===== config.mk =====
export PLATFORM = sky130hd
export DESIGN_NAME = agc_gain_apply
export DESIGN_NICKNAME = d
export VERILOG_FILES = /design/src/rtl/agc_gain_apply.sv
export SDC_FILE = /design/constraint.sdc
export NUM_CORES = 1
export LEC_CHECK = 0
export CORE_MARGIN = 4
export CORE_UTILIZATION = 30
export DETAILED_ROUTE_END_ITERATION = 6
export RECOVER_POWER = 25
export SLEW_MARGIN = 20
export SYNTH_ARGS = -nofsm -noshare
export SYNTH_HDL_FRONTEND = slang
export SYNTH_SLANG_ARGS = --single-unit

===== constraint.sdc =====
create_clock -name Clk -period 10 [get_ports Clk]
set_input_delay 1.5 -clock Clk [delete_from_list [all_inputs] [get_ports Clk]]
set_output_delay 1.5 -clock Clk [all_outputs]
set_load 0.02 [all_outputs]

===== src/rtl/agc_gain_apply.sv =====
// AGC gain stage: sign/magnitude split, serial shift-add multiply by an unsigned
// fixed-point gain, then round-half-away, symmetric saturation and sign restore.
`timescale 1ns / 1ps
module agc_gain_apply #(
  parameter int unsigned W_IN  = 26,
  parameter int unsigned W_G   = 16,
  parameter int unsigned FRAC  = 12,
  parameter int unsigned W_OUT = 26
) (
  input  logic                    Clk,
  input  logic                    Reset,
  input  logic                    In_valid,
  output logic                    In_ready,
  input  logic signed [W_IN-1:0]  Input_i,
  input  logic signed [W_IN-1:0]  Input_q,
  input  logic [W_G-1:0]          Gain,
  output logic                    Out_valid,
  input  logic                    Out_ready,
  output logic signed [W_OUT-1:0] Output_i,
  output logic signed [W_OUT-1:0] Output_q,
  output logic                    Sat_flag
);

  localparam int unsigned AW       = W_IN + W_G;
  localparam int unsigned CW       = (W_G > 1) ? $clog2(W_G) : 1;
  localparam logic [CW-1:0] CntLast = CW'(W_G - 1);
  localparam int unsigned RND_SH   = (FRAC > 0) ? FRAC - 1 : 0;
  localparam logic [AW:0] Rnd      = (FRAC > 0) ? ((AW + 1)'(1) << RND_SH) : '0;
  localparam logic [AW:0] MaxMag   = ((AW + 1)'(1) << (W_OUT - 1)) - (AW + 1)'(1);

  typedef enum logic [1:0] {StIdle, StMul, StScale, StHold} state_e;

  state_e                  state_q, state_d;
  logic [W_G-1:0]          gain_q, gain_d;
  logic                    sign_i_q, sign_i_d, sign_q_q, sign_q_d;
  logic [W_IN-1:0]         mag_i_q, mag_i_d, mag_q_q, mag_q_d;
  logic [AW-1:0]           acc_i_q, acc_i_d, acc_q_q, acc_q_d;
  logic [CW-1:0]           cnt_q, cnt_d;
  logic signed [W_OUT-1:0] out_i_q, out_i_d, out_q_q, out_q_d;
  logic                    sat_q, sat_d;
  logic signed [W_OUT-1:0] scl_i, scl_q;
  logic                    sat_i, sat_qc;

  // Most negative input maps to 2^(W_IN-1), which still fits as unsigned.
  function automatic logic [W_IN-1:0] abs_mag(input logic signed [W_IN-1:0] x);
    return x[W_IN-1] ? $unsigned(-x) : $unsigned(x);
  endfunction

  // Returns {sat, signed result}; rounding is applied to the magnitude.
  function automatic logic [W_OUT:0] round_sat(input logic [AW-1:0] acc, input logic neg);
    logic [AW:0]      r;
    logic [W_OUT-1:0] m;
    logic             sat;
    r   = ({1'b0, acc} + Rnd) >> FRAC;
    sat = (r > MaxMag);
    m   = sat ? MaxMag[W_OUT-1:0] : r[W_OUT-1:0];
    return {sat, (neg ? -m : m)};
  endfunction

  assign {sat_i, scl_i}  = round_sat(acc_i_q, sign_i_q);
  assign {sat_qc, scl_q} = round_sat(acc_q_q, sign_q_q);

  always_comb begin
    state_d  = state_q;
    gain_d   = gain_q;
    sign_i_d = sign_i_q;
    sign_q_d = sign_q_q;
    mag_i_d  = mag_i_q;
    mag_q_d  = mag_q_q;
    acc_i_d  = acc_i_q;
    acc_q_d  = acc_q_q;
    cnt_d    = cnt_q;
    out_i_d  = out_i_q;
    out_q_d  = out_q_q;
    sat_d    = sat_q;
    In_ready = 1'b0;
    unique case (state_q)
      StIdle: begin
        In_ready = 1'b1;
        if (In_valid) begin
          gain_d   = Gain;
          sign_i_d = Input_i[W_IN-1];
          sign_q_d = Input_q[W_IN-1];
          mag_i_d  = abs_mag(Input_i);
          mag_q_d  = abs_mag(Input_q);
          acc_i_d  = '0;
          acc_q_d  = '0;
          cnt_d    = '0;
          state_d  = StMul;
        end
      end
      StMul: begin
        if (gain_q[cnt_q]) begin
          acc_i_d = acc_i_q + (AW'(mag_i_q) << cnt_q);
          acc_q_d = acc_q_q + (AW'(mag_q_q) << cnt_q);
        end
        cnt_d = cnt_q + 1'b1;
        if (cnt_q == CntLast) state_d = StScale;
      end
      StScale: begin
        out_i_d = scl_i;
        out_q_d = scl_q;
        sat_d   = sat_i | sat_qc;
        state_d = StHold;
      end
      StHold: begin
        if (Out_ready) state_d = StIdle;
      end
      default: state_d = StIdle;
    endcase
  end

  always_ff @(posedge Clk or posedge Reset) begin
    if (Reset) begin
      state_q  <= StIdle;
      gain_q   <= '0;
      sign_i_q <= 1'b0;
      sign_q_q <= 1'b0;
      mag_i_q  <= '0;
      mag_q_q  <= '0;
      acc_i_q  <= '0;
      acc_q_q  <= '0;
      cnt_q    <= '0;
      out_i_q  <= '0;
      out_q_q  <= '0;
      sat_q    <= 1'b0;
    end else begin
      state_q  <= state_d;
      gain_q   <= gain_d;
      sign_i_q <= sign_i_d;
      sign_q_q <= sign_q_d;
      mag_i_q  <= mag_i_d;
      mag_q_q  <= mag_q_d;
      acc_i_q  <= acc_i_d;
      acc_q_q  <= acc_q_d;
      cnt_q    <= cnt_d;
      out_i_q  <= out_i_d;
      out_q_q  <= out_q_d;
      sat_q    <= sat_d;
    end
  end

  assign Out_valid = (state_q == StHold);
  assign Output_i  = out_i_q;
  assign Output_q  = out_q_q;
  assign Sat_flag  = sat_q;

endmodule


==> results of run 1 <==
==> logic make-up after synthesis <==
kind of cell | after synthesis | synth area share [%]
compound gates | 616 | 20.8
xor+xnor | 170 | 8.11
fa+ha+maj | 95 | 6.55
buf+inv | 186 | 4.00
flops | 213 | 29.0
mux | 168 | 11.5
simple gates | 736 | 20.0
==> worst max-delay path, cell delays in order <==
cell and delay, ps:
dlygate4sd3_1 540, clkinvlp_2 2650, buf_4 850, buf_4 770
==> routing by layer <==
layer  vias up  routed length, um  part of all wire (%)
met1      7796              27300                    50
met5         -                  0                     0
li1       8060                  -                     -
met2       415              23400                    43
met3        55               2700                   5.0
met4         0                934                   1.7
==> layout make-up <==
class	count	area share [%]
inverter	69	1.23
sequential	213	25.1
tap	782	4.61
timing repair buffer	139	6.46
clock buffer	32	3.41
multi-input combinational	1785	58.0
clock inverter	17	1.11
==> worst paths after layout <==
path                                endpoint  slack (ps)  cells after the start
worst max-delay path             acc_i_q[12]        4090                      4
worst min register to register  Output_i[10]         490                      1
worst max register to register   acc_i_q[39]        4920                     17
worst min-delay path            Output_i[10]         490                      1
max in group Clk                 acc_i_q[39]        4920                     17
min in group asynchronous         acc_q_q[8]        2830                      2
==> synth_stat cells, drive strengths merged, types with 7 or more instances <==
| cell type | n | area share (%) |
|---|---|---|
| a31oi | 21 | 0.75 |
| o41ai | 9 | 0.47 |
| nand3b | 8 | 0.40 |
| nand2 | 266 | 5.4 |
| a22o | 7 | 0.33 |
| and2 | 24 | 0.83 |
| o21a | 11 | 0.45 |
| a211oi | 21 | 0.89 |
| mux2i | 72 | 3.9 |
| mux2 | 68 | 4.2 |
| nand4 | 26 | 1.1 |
| nand2b | 31 | 1.1 |
| and4 | 11 | 0.54 |
| o21ai | 235 | 6.4 |
| a21o | 55 | 2.2 |
| o31ai | 27 | 1.1 |
| a22oi | 19 | 0.78 |
| nor2 | 148 | 3.1 |
| nor2b | 24 | 0.82 |
| or3 | 27 | 0.97 |
| a32o | 8 | 0.44 |
| nand3 | 53 | 1.5 |
| a21oi | 121 | 3.3 |
| inv | 68 | 1.4 |
| nor4 | 14 | 0.67 |
| and3 | 30 | 1.0 |
| a21boi | 7 | 0.29 |
| o22ai | 18 | 0.61 |
| mux4 | 28 | 3.4 |
| o211ai | 11 | 0.48 |
| xor2 | 100 | 4.8 |
| ha | 93 | 6.3 |
| dfrtp | 213 | 29 |
| clkbuf | 88 | 1.8 |
| buf | 29 | 0.78 |
| xnor2 | 70 | 3.3 |
| nor3 | 48 | 1.4 |
==> where the power goes <==
group,internal (mW),total [mW],switching [mW]
Clock,0.648,1.07,0.421
Combinational,1.62,3.95,2.33
Sequential,1.18,1.52,0.342
==> sequential cells by signal, summed over array words and instances, names as in the netlist <==
signal    cells
sign_q_q      1
Output_i     26
acc_i_q      42
state_q       2
acc_q_q      42
Output_q     26
Sat_flag      1
mag_q_q      26
gain_q       16
cnt_q         4
sign_i_q      1
mag_i_q      26
==> results by stage, run 1 <==
Run status:
- The run finished, with violations left.
- The checks that failed: max-capacitance violations, max-slew violations.

Clock tree:
- The clock latency on the worst-skew pair is 570 ps.
- The number of setup buffers added after CTS is 0.
- Post-CTS repair changed the size of 0 cells.
- CTS built an H-tree with a depth of 1.
- The TritonCTS clock tree is done.
- In this run the deepest clock path goes through 3 buffers.
- The CTS root buffer is clkbuf_16.
- The clock buffer count from CTS is 27.
- Counting every sink on the clock net gives 213.
- The clock transition time at the flip-flop clock pins of the worst setup and hold paths is 60 ps.
- The quantity of hold-fixing buffers added after cts is 0.

Route:
- After detailed routing, the number of remaining DRC violations is 0.
- Across all layers, the routed design uses 16300 vias.
- The via count normalized by instance count is 5.38.
- The wire length reported by the detailed router is 54300 um.
- The first routing iteration left 1416 violations.
- The first detailed-routing pass ran for 5 iterations.
- The detailed-route wire length per cell is 17.9 um.
- The number of nets with antenna violations after routing is 0.

Cells and area:
- The synthesis-to-layout area growth is 15.6%.
- The utilization after layout is 35.1%.
- The total of fill cells in the finished design is 6102.
- Summing all multi-input logic gate instances after layout gives 12300 sq um.
- In the layout the commonest cells are 266 x nand2_1, 228 x o21ai_0, 209 x dfrtp_1, 144 x nor2_1, 124 x clkdlybuf4s50_1.
- The non-filler instance count after layout is 3037.
- The sequential cells in the finished layout cover a total of 5340 sq um.
- For this run, the post-layout net count is 2402.
- The commonest non-fill, non-tap cell in the layout is nand2_1.
- Of the cells placed in the final design, the portion with a size suffix greater than 1 is 8.87%.
- The area of all placed cells without fillers is 21200 sq um.
- The number of inserted diodes is 0.

Logic synthesis:
- Yosys printed 0 warnings.
- The area of the mapped netlist is 18400 sq um.
- The sequential fraction of the synthesis area is 29.0%.
- Yosys mapped a number of flops with a built-in enable equal to 0.
- The number of instances in the synthesized netlist is 2184.
- Among all flip-flop cells after synthesis, the most frequent one is dfrtp_1.
- After synthesis, the share of flip-flops with an asynchronous set or reset is 100%.
- The number of synthesized register bits is 213.
- Each instance of the synthesized netlist takes up on average 8.41 sq um.
- Synthesis instantiated 94 different standard cells from the library.
- The post-synthesis net count is 2351.

Power:
- The power density of the placed cells is 308 nW/um^2.
- The peak supply drop is 0.260 mV.
- After layout, the design draws a total of 6.54 mW.
- Summed over all cells, the static leakage comes to 8.96 nW.

Placed design:
- The count of buffers added on input and output ports is 126.
- The congestion estimate from routability-driven global placement came to 0.878.
- The total half-perimeter wirelength after legalization and detailed placement is 41100 um.
- The cell area after placement is 20300 sq um.
- At the placement stage, the worst setup path has a slack of 4830 ps.
- The cell count after placement is 2987.

Global routing:
- The met2 usage in global routing is 24.3%.
- For this run, global-route usage on met3 was measured as 2.10%.
- The overflow left after global routing is 0.
- The first global-routing pass estimated 86700 um of wire.
- For this run, the total global-route usage over all layers was measured as 16.0%.
- The number of global-route vias before repair came to 15500.
- The pin count of the biggest net entering global routing is 106.
- The initial antenna violation count came to 0.
- The peak-usage layer in the global routing report is met2.
- The met1 layer usage reported by global route is 24.2%.

Timing:
- The worst path meets setup with 4090 ps of slack.
- Of the available clock period, the critical path in the final layout requires 59.1%.
- Static timing analysis puts the maximum clock frequency at 169 MHz.
- The worst max-slew margin expressed relative to the limit is -225%.
- Setup repair after global routing left no endpoint under its margin.
- The final worst clock skew is 16.4 ps.
- The final-layout setup total negative slack is 0 ps.
- The final hold slack is 489 ps.
- The setup-violating endpoint count in the final report is 0.
- The minimum period implied by the final worst setup slack is 5910 ps.
- The final number of hold-violating endpoints is 0.
- The final max-slew violation count is 164.
- At the pin with the least slew margin, the transition time is 4850 ps.

Min path:
- The tightest min-delay check is of the flip-flop to flip-flop type.
- The worst hold path startpoint is Output_i[10].

Critical path:
- At the worst endpoint, the required time is 10580 ps.
- STA classifies the critical path startpoint as a primary input.
- The most critical setup path has its startpoint at Reset.
- The launch point of the worst reg-to-reg path is cnt_q[0].
- Of all nets on the critical path, the largest fanout is 105.
- STA classifies the critical path endpoint as an asynchronous set/reset pin.
- The arrival time at the worst endpoint is 6500 ps.
- The worst setup path is of the primary input to asynchronous set/reset pin kind.

Floorplan:
- The region available for standard cell placement spans 60500 sq um.
- The number of top-level pins is 127.
- The width of the die is 255 um.
- The starting utilization of the core area is 30.4%.
- The die span in y is 255 um.
- The floorplan has 90 rows.
- The die covers 65200 sq um.

Flow run:
- The number of max-capacitance violations reported is 2.
Note: power is estimated with default switching activity, not from simulation.
==> run 2: changes to the inputs <==
==> constraint.sdc (replaced) <==
create_clock -name Clk -period 5.5 [get_ports Clk]
set_input_delay 0.825 -clock Clk [delete_from_list [all_inputs] [get_ports Clk]]
set_output_delay 0.825 -clock Clk [all_outputs]
set_load 0.02 [all_outputs]
==> run 2 against run 1 <==
Net effect: the run still ends with max-capacitance violations, max-slew violations left; setup slack worse by 3500 ps; via count down 0.44%; die area unchanged; count of clock-buffer cells in the layout up 3; sequential share of layout area down 0.096 points; total power up 81%; core utilization up 0.13 points; global-route usage down 0.087 points; highest routed layer unchanged.
==> results by stage, run 2 (synthesis gave the netlist of run 1 again) <==
Run status:
- The final reports fail on max-capacitance violations, max-slew violations.
- The run finished, with violations left.

Cells and area:
- The top cell types in the final layout, fill and taps aside, are 265 x nand2_1, 227 x o21ai_0, 209 x dfrtp_1, 144 x nor2_1, 125 x clkdlybuf4s50_1.
- The synthesis-to-layout area growth is 16.0%.
- The share of cells above drive strength 1 is 9.39% (+0.52 points).
- The area of all placed cells without fillers came to 21300 sq um (+0.38%).
- The utilization after layout is 35.2% (+0.13 points).
- The number of inserted diodes was 0 (unchanged).
- The number of nets in the finished design is 2417 (+0.62%).
- In the final layout, the registers with the most flip-flops are acc_i_q x42, acc_q_q x42.
- The commonest non-fill, non-tap cell in the layout is nand2_1.

Timing:
- The maximum clock frequency is 205 MHz.
- The final max-slew violation count came to 166 (+1.2%).
- The final hold slack came to 480 ps (-8.53 ps).
- The worst max-slew margin expressed relative to the limit came to -119% (+110 points).
- In the finished design, the share of the clock period the worst path needs comes to 88.8%.
- The final-layout setup total negative slack is 0 ps (unchanged).
- The slew at the pin with the worst max-slew slack was 3290 ps (-1560 ps).
- The minimum period implied by the final worst setup slack is 4890 ps.
- The final number of hold-violating endpoints is 0 (unchanged).
- The setup-violating endpoint count in the final report is 0 (unchanged).
- Setup repair after global routing left no endpoint under its margin.
- The final worst clock skew came to 14.9 ps (-1.55 ps).

Route:
- The number of search-and-repair iterations in the first detailed-routing pass was 5 (unchanged).
- The detailed-route wire length per cell came to 17.6 um (-1.9%).
- The count of vias placed by the detailed router is 16300 (-0.44%).
- The via count normalized by instance count was 5.33 (-0.87%).
- The number of violations reported at the end of detailed-routing iteration 0 is 1206 (-15%).
- The wire length reported by the detailed router is 53600 um (-1.4%).
- The number of nets with antenna violations after routing is 0 (unchanged).
- The final routed DRC violation total is 0 (unchanged).

Critical path:
- The most critical setup path has its endpoint at acc_i_q[39].
- The cell with the biggest individual delay on the critical path is dfrtp_4.
- The start point of the critical path is cnt_q[0].
- The worst setup path is captured at a flip-flop.
- The arrival time at the worst endpoint is 5330 ps (-1170 ps).
- The worst path required time is 5950 ps (-4630 ps).
- The critical path goes through buf_12 > mux4_2 > mux2i_1 > mux2i_1 > ha_1 > a2111oi_0 > o2111ai_1 > and3_1 > o2bb2ai_1 > nor2_1 > o211ai_1 > a221oi_1 > a221oi_1 > xor2_1 > a22o_1.
- The critical path class is flip-flop to flip-flop.
- The critical path depth in cells is 15 (+11).
- The launch point of the worst reg-to-reg path is cnt_q[0].
- The biggest fanout along the worst timing path is 24 (-77%).
- The total buffers and inverters traversed by the critical path is 1 (-3).
- The path depth of the worst reg2reg path is 15 (-2).
- The worst setup path is launched from a flip-flop.
- The kind of cell with the highest combined delay on the critical path is compound AO/OA/AOI/OAI gates.
- The endpoint identified for the worst register-to-register timing path is acc_i_q[39].
- The register-to-register setup slack came to 610 ps (-4310 ps).
- The longest individual stage delay on the worst path is 700 ps (-1950 ps).

Global routing:
- The number of global-route vias before repair is 15800 (+1.9%).
- The all-layer global routing usage is 15.9% (-0.087 points).
- The overflow left after global routing is 0 (unchanged).
- The first-pass GRT wire length is 87300 um (+0.74%).
- The initial antenna violation count came to 0 (unchanged).
- The pin count of the biggest net entering global routing is 126 (+19%).

Floorplan:
- The width of the die came to 255 um (unchanged).
- The starting utilization of the core area is 30.4% (unchanged).
- The number of top-level pins is 127 (unchanged).
- The number of placement rows is 90 (unchanged).
- The area of the core is 60500 sq um (unchanged).
- The total die area is 65200 sq um (unchanged).
- The die span in y is 255 um (unchanged).

Clock tree:
- The CTS H-tree depth is 1 (unchanged).
- The quantity of gates resized following cts is 0 (unchanged).
- The clock buffer count from CTS is 27 (unchanged).
- The clock latency on the worst-skew pair is 560 ps (about the same).
- The clock net sink count was 213 (unchanged).
- TritonCTS built the clock tree.
- The clock transition time at the flip-flop clock pins of the worst setup and hold paths came to 60 ps (about the same).
- The maximum clock insertion buffer count is 3 (unchanged).
- CTS placed an instance of clkbuf_16 at the clock tree root.

Min path:
- The path class of the tightest hold or removal check is flip-flop to flip-flop.

Placed design:
- The count of input and output buffers is 126 (unchanged).
- The total half-perimeter wirelength after legalization and detailed placement is 41300 um (+0.53%).
- The placer's final routability congestion estimate is 0.977 (+11%).
- The cell area after placement is 20400 sq um (+0.66%).

Power:
- The portion of total power attributed to combinational logic is 61.5% (+1.1 points).
- The static power due to leakage is 9.03 nW (+0.75%).
- The power density of the placed cells was 555 nW/um^2 (+80%).
- The cell-internal power came to 6.21 mW (+80%).
- The relative contribution of the clock network to total power was 15.3% (-1.0 points).
- The switching part of the total is 47.4% (+0.18 points).
- The power consumption is 11.8 mW (+81%).
- The peak supply drop is 0.257 mV (-1.1%).
- The sequential share of power was 23.2% (about the same).
- The net switching power is 5.60 mW (+81%).

Flow run:
- The number of max-capacitance violations reported is 2 (unchanged).
-- run 2: cell types whose count changed in the layout (fill, tap and decap cells not counted), moves of 2 or more --
cell       before  now
buf_4          12   23
bufinv_16       5    2
clkbuf_1        2    4
clkbuf_8        3    5
clkinv_2        5    3
-- run 2: layout make-up --
type	count	area, sq um
fillers	6104	39200
multi-input cells	1785	12300
flip-flops and latches	213	5340
repair buffers	154	1510
well taps	782	978
clock buffers	35	756
inverters	69	262
clock inverters	12	136
-- run 2: worst reg2reg max path, delay by kind of cell (launching register included) --
family / cells / cell delay, ps
flip-flops: 1 / 700
adder cells (fa/ha/maj): 1 / 410
AND/OR/NAND/NOR: 2 / 330
AO/OA/AOI/OAI: 7 / 2020
multiplexers: 3 / 920
buffers and inverters: 1 / 240
XOR/XNOR: 1 / 180
-- run 2: worst min path at each step --
stage / start / to / cells past startpoint
after floorplan: acc_i_q[3] / acc_i_q[3] / 2
after global placement: Output_i[10] / Output_i[10] / 1
after detailed placement: Output_i[10] / Output_i[10] / 1
after CTS: Output_i[10] / Output_i[10] / 1
after global routing: Output_i[10] / Output_i[10] / 1
final: Output_i[10] / Output_i[10] / 1
-- run 2: power groups by stage --
stage               clock network [mW]  registers (mW)  logic [mW]
floorplan                            0            2.72        5.09
global placement                     0            2.77        7.13
detailed placement                   0            2.79        7.20
CTS                               1.87            2.76        7.23
global route                      1.93            2.84        8.05
finish                            1.81            2.74        7.27
-- run 2: repair_timing --
item                                    4_1_cts  5_1_grt
hold buffers                                  0        0
hold endpoints to repair                      0        0
endpoints found under the setup margin        0        1
setup buffers                                 0        1
-- run 2: metrics by stage --
step | worst slack [ps] | instances
finish | 614 | 3050
global route | 77.8 | 3050
CTS | 462 | 3049
detailed placement | 481 | 3002
global placement | 528 | 3002
floorplan | 670 | 2184
-- run 2: routing by layer --
metal	vias to the layer above	global-route usage (%)	part of all wire, %
met3	61	1.89	4.1
met1	7725	24.0	51
met2	359	24.2	42
li1	8109	-	-
met4	0	3.83	2.2
met5	-	0	0
